### config.mk
export PLATFORM = sky130hd
export DESIGN_NAME = brent_kung_arbiter
export DESIGN_NICKNAME = d
export VERILOG_FILES = /design/src/rtl/brent_kung_arbiter.sv
export SDC_FILE = /design/constraint.sdc
export NUM_CORES = 1
export LEC_CHECK = 0
export CORE_MARGIN = 4
export CORE_UTILIZATION = 30
export DETAILED_ROUTE_END_ITERATION = 16
export PLACE_DENSITY = 0.6
export SLEW_MARGIN = 0
export SYNTH_ARGS = -nofsm -noshare
export SYNTH_HDL_FRONTEND = slang
export SYNTH_SLANG_ARGS = --single-unit
### constraint.sdc
create_clock -name clk -period 3.23 [get_ports clk]
set_clock_uncertainty 0.05 [all_clocks]
set_input_delay 0.323 -clock clk [delete_from_list [all_inputs] [get_ports clk]]
set_output_delay 0.323 -clock clk [all_outputs]
set_load 0.01 [all_outputs]
### src/rtl/brent_kung_arbiter.sv
`default_nettype none
`timescale 1ns/1ps
// ============================================================================
// Module   : brent_kung_arbiter (with brent_kung_add12)
// Brief    : Round-robin sharing of one registered 12-bit Brent-Kung adder.
// Revision : 1.0
// ============================================================================

module brent_kung_add12 (
    input  logic [23:0] inputs_i,
    output logic [12:0] outs_o
);

    logic [11:0] w_a;
    logic [11:0] w_b;
    logic [11:0] w_h;
    logic [11:0] w_g;
    logic [11:0] w_p;

    // Group generate/propagate are refined in place: up-sweep then down-sweep.
    always_comb begin
        for (int k = 0; k < 12; k++) begin
            w_a[k] = inputs_i[2*k];
            w_b[k] = inputs_i[2*k+1];
        end
        w_h = w_a ^ w_b;
        w_g = w_a & w_b;
        w_p = w_h;
        for (int d = 1; d < 12; d = d * 2) begin
            for (int i = 2*d - 1; i < 12; i = i + 2*d) begin
                w_g[i] = w_g[i] | (w_p[i] & w_g[i-d]);
                w_p[i] = w_p[i] & w_p[i-d];
            end
        end
        for (int d = 8; d >= 1; d = d / 2) begin
            for (int i = 3*d - 1; i < 12; i = i + 2*d) begin
                w_g[i] = w_g[i] | (w_p[i] & w_g[i-d]);
                w_p[i] = w_p[i] & w_p[i-d];
            end
        end
        outs_o[0] = w_h[0];
        for (int i = 1; i < 12; i++) begin
            outs_o[i] = w_h[i] ^ w_g[i-1];
        end
        outs_o[12] = w_g[11];
    end

endmodule

module brent_kung_arbiter #(
    parameter int NREQ = 4,
    parameter int IDW  = 2
) (
    input  logic                 clk,
    input  logic                 rst,
    input  logic [NREQ-1:0]      req_valid,
    output logic [NREQ-1:0]      req_ready,
    input  logic [NREQ*12-1:0]   req_a,
    input  logic [NREQ*12-1:0]   req_b,
    output logic                 rsp_valid,
    input  logic                 rsp_ready,
    output logic [12:0]          rsp_sum,
    output logic [IDW-1:0]       rsp_id
);

    localparam int c_ADD_W = 12;

    typedef enum logic [1:0] {
        ST_IDLE = 2'd0,
        ST_CALC = 2'd1,
        ST_DONE = 2'd2
    } state_t;

    state_t               state_q;
    state_t               state_d;
    logic [IDW-1:0]       rr_ptr_q;
    logic [c_ADD_W-1:0]   op_a_q;
    logic [c_ADD_W-1:0]   op_b_q;
    logic [IDW-1:0]       op_id_q;
    logic [12:0]          sum_q;
    logic [IDW-1:0]       rsp_id_q;

    logic                 w_found;
    logic [IDW-1:0]       w_gnt;
    logic [c_ADD_W-1:0]   w_a;
    logic [c_ADD_W-1:0]   w_b;
    logic                 w_grant;
    logic [2*c_ADD_W-1:0] w_adder_in;
    logic [12:0]          w_sum;

    // Search order starts at the pointer; the outer loop sets priority.
    always_comb begin
        w_found = 1'b0;
        w_gnt   = '0;
        w_a     = '0;
        w_b     = '0;
        for (int k = 0; k < NREQ; k++) begin
            for (int j = 0; j < NREQ; j++) begin
                if (!w_found && req_valid[j] && (j == ((int'(rr_ptr_q) + k) % NREQ))) begin
                    w_found = 1'b1;
                    w_gnt   = IDW'(j);
                    w_a     = req_a[c_ADD_W*j +: c_ADD_W];
                    w_b     = req_b[c_ADD_W*j +: c_ADD_W];
                end
            end
        end
    end

    always_comb begin
        state_d = state_q;
        w_grant = 1'b0;
        case (state_q)
            ST_IDLE: begin
                if (w_found) begin
                    w_grant = 1'b1;
                    state_d = ST_CALC;
                end
            end
            ST_CALC: begin
                state_d = ST_DONE;
            end
            ST_DONE: begin
                if (rsp_ready) begin
                    if (w_found) begin
                        w_grant = 1'b1;
                        state_d = ST_CALC;
                    end else begin
                        state_d = ST_IDLE;
                    end
                end
            end
            default: begin
                state_d = ST_IDLE;
            end
        endcase
    end

    always_comb begin
        req_ready = '0;
        for (int j = 0; j < NREQ; j++) begin
            req_ready[j] = w_grant && (w_gnt == IDW'(j));
        end
    end

    always_ff @(posedge clk or posedge rst) begin
        if (rst) begin
            state_q  <= ST_IDLE;
            rr_ptr_q <= '0;
            op_a_q   <= '0;
            op_b_q   <= '0;
            op_id_q  <= '0;
            sum_q    <= '0;
            rsp_id_q <= '0;
        end else begin
            state_q <= state_d;
            if (w_grant) begin
                op_a_q   <= w_a;
                op_b_q   <= w_b;
                op_id_q  <= w_gnt;
                rr_ptr_q <= (w_gnt == IDW'(NREQ - 1)) ? '0 : w_gnt + IDW'(1);
            end
            if (state_q == ST_CALC) begin
                sum_q    <= w_sum;
                rsp_id_q <= op_id_q;
            end
        end
    end

    for (genvar k = 0; k < c_ADD_W; k++) begin : g_pack
        assign w_adder_in[2*k]   = op_a_q[k];
        assign w_adder_in[2*k+1] = op_b_q[k];
    end

    brent_kung_add12 u_adder (
        .inputs_i (w_adder_in),
        .outs_o   (w_sum)
    );

    assign rsp_valid = (state_q == ST_DONE);
    assign rsp_sum   = sum_q;
    assign rsp_id    = rsp_id_q;

endmodule

`default_nettype wire

==> metrics.cfg <==
[status]
status = finished, final reports clean

[clocking]
numClockSinks = 45
post_cts_buffers = 0
cts.clk_slew.worst_paths_ns = 0.06
cts_hold_buf = 0
cts_buffers = 5
insertion_delay_ns = 0.30
tritoncts = built
clockBufferDepth = 2
clockRootBuffer = clkbuf_16
ctsHtreeMaxLevel = 2

[sta]
post-route-period-util_pct = 93.6
grt_setup_unrepaired = no
fmax_mhz = 331
slew_headroom_pct = 30.6
period_minus_slack_ns = 3.02
worst_pin_slew_ns = 1.04
finalSetupViolations = 0
report.final.hold_viol_count = 0
final_max_slew_viol_count = 0

[floorplanning]
die-area_um2 = 17600
core_um2 = 15200
core.rowCount = 45
start_util_pct = 30.7
die_width_um = 133
die_h_um = 133
io_pins = 123

[global_route]
grt_util_all_layers_pct = 21.5
grt_overflow = 0
antenna_found_initial = 0
grt_pass1_vias = 5619
grt_pass1_wl_mm = 30.4
grt_max_degree = 46

[worst_setup_path]
criticalPathCategory = in -> out
critPathMaxFanout = 6
arrival_ns = 2.65
end_kind = primary output
start_kind = input port
cp.required_ns = 2.86

[route]
wl_mm = 19.8
drc_errors = 0
vias_per_cell = 6.48
dr.pass1.iters = 6
postRouteAntennaNets = 0
vias = 5684
post_drt_wl_per_cell_um = 22.6
drt-initial-drc-count = 673

[logic_synthesis]
synth-compound-area-share_pct = 39.6
yosys_most_used_dff = dfrtp_1
avgSynthCellArea_um2 = 8.05
syn_inst = 579
synth-edff-count = 0
netlist_area_um2 = 4660
seq_area_frac_synth_pct = 24.2
synth_area_leaders = dfrtp_1 24%, a221oi_1 6.0%, a22o_1 4.7%
synth_seq_cells = 45
synthArstFlopShare_pct = 100
yosys.area_share.xor_xnor_pct = 0.940
yosys_warnings = 0
yosysTopAreaCellShare_pct = 24.2
synth_fa_ha_area_share_pct = 6.61
syn_nets = 703
ys_types = 67
synth_top_cell_by_area = dfrtp_1
yosys.area_share.simple_pct = 19.7
muxShareOfSynthArea_pct = 1.93
synth_top_family_by_area = compound AO/OA/AOI/OAI gates

[pwr]
finalPower_mw = 5.00
p_leak_nw = 2.45
ir_drop_mv = 0.281
p_per_area_nw_per_um2 = 793

[finish]
stdcell_area_um2 = 6310
synthToLayoutAreaGrowth_pct = 35.5
final_nets = 812
mostFrequentLayoutCells = 122 x clkdlybuf4s50_1, 56 x nand2_1, 54 x nor2_1, 44 x dfrtp_1, 35 x o21ai_0
final_util_pct = 41.5
layout.cells.most_common = clkdlybuf4s50_1
drive_gt1_share_pct = 9.00
num_antenna_cells = 0

[placed_design]
numPortBuffers = 122
place.gp.congestion = 0.890
dp_hpwl_mm = 14.3
place_area_um2 = 6140

[min_path]
hold_path.class = reg -> reg

[run]
maxCapViolCount = 0

-- layer usage --
metal | share of wire [%] | GRT usage [%] | up-vias | wire, µm
met5 | 0 | 0 | - | 0
met4 | 3.2 | 9.53 | 0 | 625
met3 | 11 | 3.80 | 69 | 2230
met2 | 47 | 35.2 | 438 | 9240
met1 | 39 | 27.7 | 2691 | 7740
li1 | - | - | 2486 | -
-- final timing paths --
path	slack, ns	from	to	depth (start not counted)
worst max-delay path	0.21	req_valid[0]	req_ready[1]	8
worst min-delay path	0.43	rsp_sum[9]$_DFFE_PP0N_	rsp_sum[9]$_DFFE_PP0N_	2
max in group asynchronous	1.90	rst	rr_ptr_q[1]$_DFFE_PP0P_	2
worst max register to register	0.31	op_b_q[0]$_DFFE_PP0P_	rsp_sum[11]$_DFFE_PP0N_	12
worst min register to register	0.43	rsp_sum[9]$_DFFE_PP0N_	rsp_sum[9]$_DFFE_PP0N_	2
min in group asynchronous	0.54	rst	op_id_q[1]$_DFFE_PP0P_	2
-- critical path: stages --
cell and delay (ns):
clkdlybuf4s50_1 0.48, nor2b_1 0.42, nor2_1 0.10, o221ai_1 0.37
inv_1 0.13, ha_1 0.21, and2_1 0.13, clkdlybuf4s50_1 0.48
-- Yosys cell counts, types with 11 or more instances --
cell type and count:
inv_1 23, nor2_1 54, clkbuf_1 26, nor3_1 18, a2111oi_0 12, a22oi_1 14, o31ai_1 11, a221oi_1 32
dfrtp_1 45, o22ai_1 16, ha_1 15, buf_2 23, o21ai_0 35, nand2_1 56, o2bb2ai_1 14, a22o_1 25
nand4_1 12, a221o_1 14
-- area by class of cell --
type                    count  area (µm²)
inverters                  24        90.1
fillers                  1523        8890
well taps                 188         235
clock buffers               6         129
repair buffers            154        1470
clock inverters             2        38.8
multi-input cells         458        3220
flip-flops and latches     45        1130
-- report_power, final --
| group | total, mW | switching [mW] | internal [mW] |
|---|---|---|---|
| Combinational | 3.22 | 1.67 | 1.54 |
| Sequential | 1.16 | 0.288 | 0.872 |
| Clock | 0.627 | 0.259 | 0.368 |
-- through the flow --
step | hold WS (ns) | setup slack [ns] | TNS (ns) | std cells
after global routing | 0.456 | 0.00922 | 0 | 877
final | 0.431 | 0.205 | 0 | 877
after CTS | 0.435 | 0.179 | 0 | 877
after floorplan | 0.396 | 0.590 | 0 | 579
after global placement | 0.409 | -0.0224 | -0.0358 | 869
after detailed placement | 0.420 | 0.160 | 0 | 869
-- repair_timing --
action                                 in CTS  in global routing
setup endpoints to repair                   0                  2
endpoints found under the hold margin       0                  0
gates resized for setup                     0                  1
-- sequential cells by signal, indices dropped and copies added (netlist names) --
| name | count |
|---|---|
| op_a_q | 12 |
| rsp_sum | 13 |
| op_id_q | 2 |
| op_b_q | 12 |
| state_q | 2 |
| rr_ptr_q | 2 |
| rsp_id | 2 |
-- cells by family (layout without fill, tap and decap cells) --
group,count (synthesis),count (layout)
adder cells (fa/ha/maj),21,21
AO/OA/AOI/OAI,238,238
XOR/XNOR,5,5
multiplexers,8,8
flip-flops,45,45
buffers and inverters,76,186
AND/OR/NAND/NOR,186,186
No activity file was read; power rests on OpenSTA's default activity.
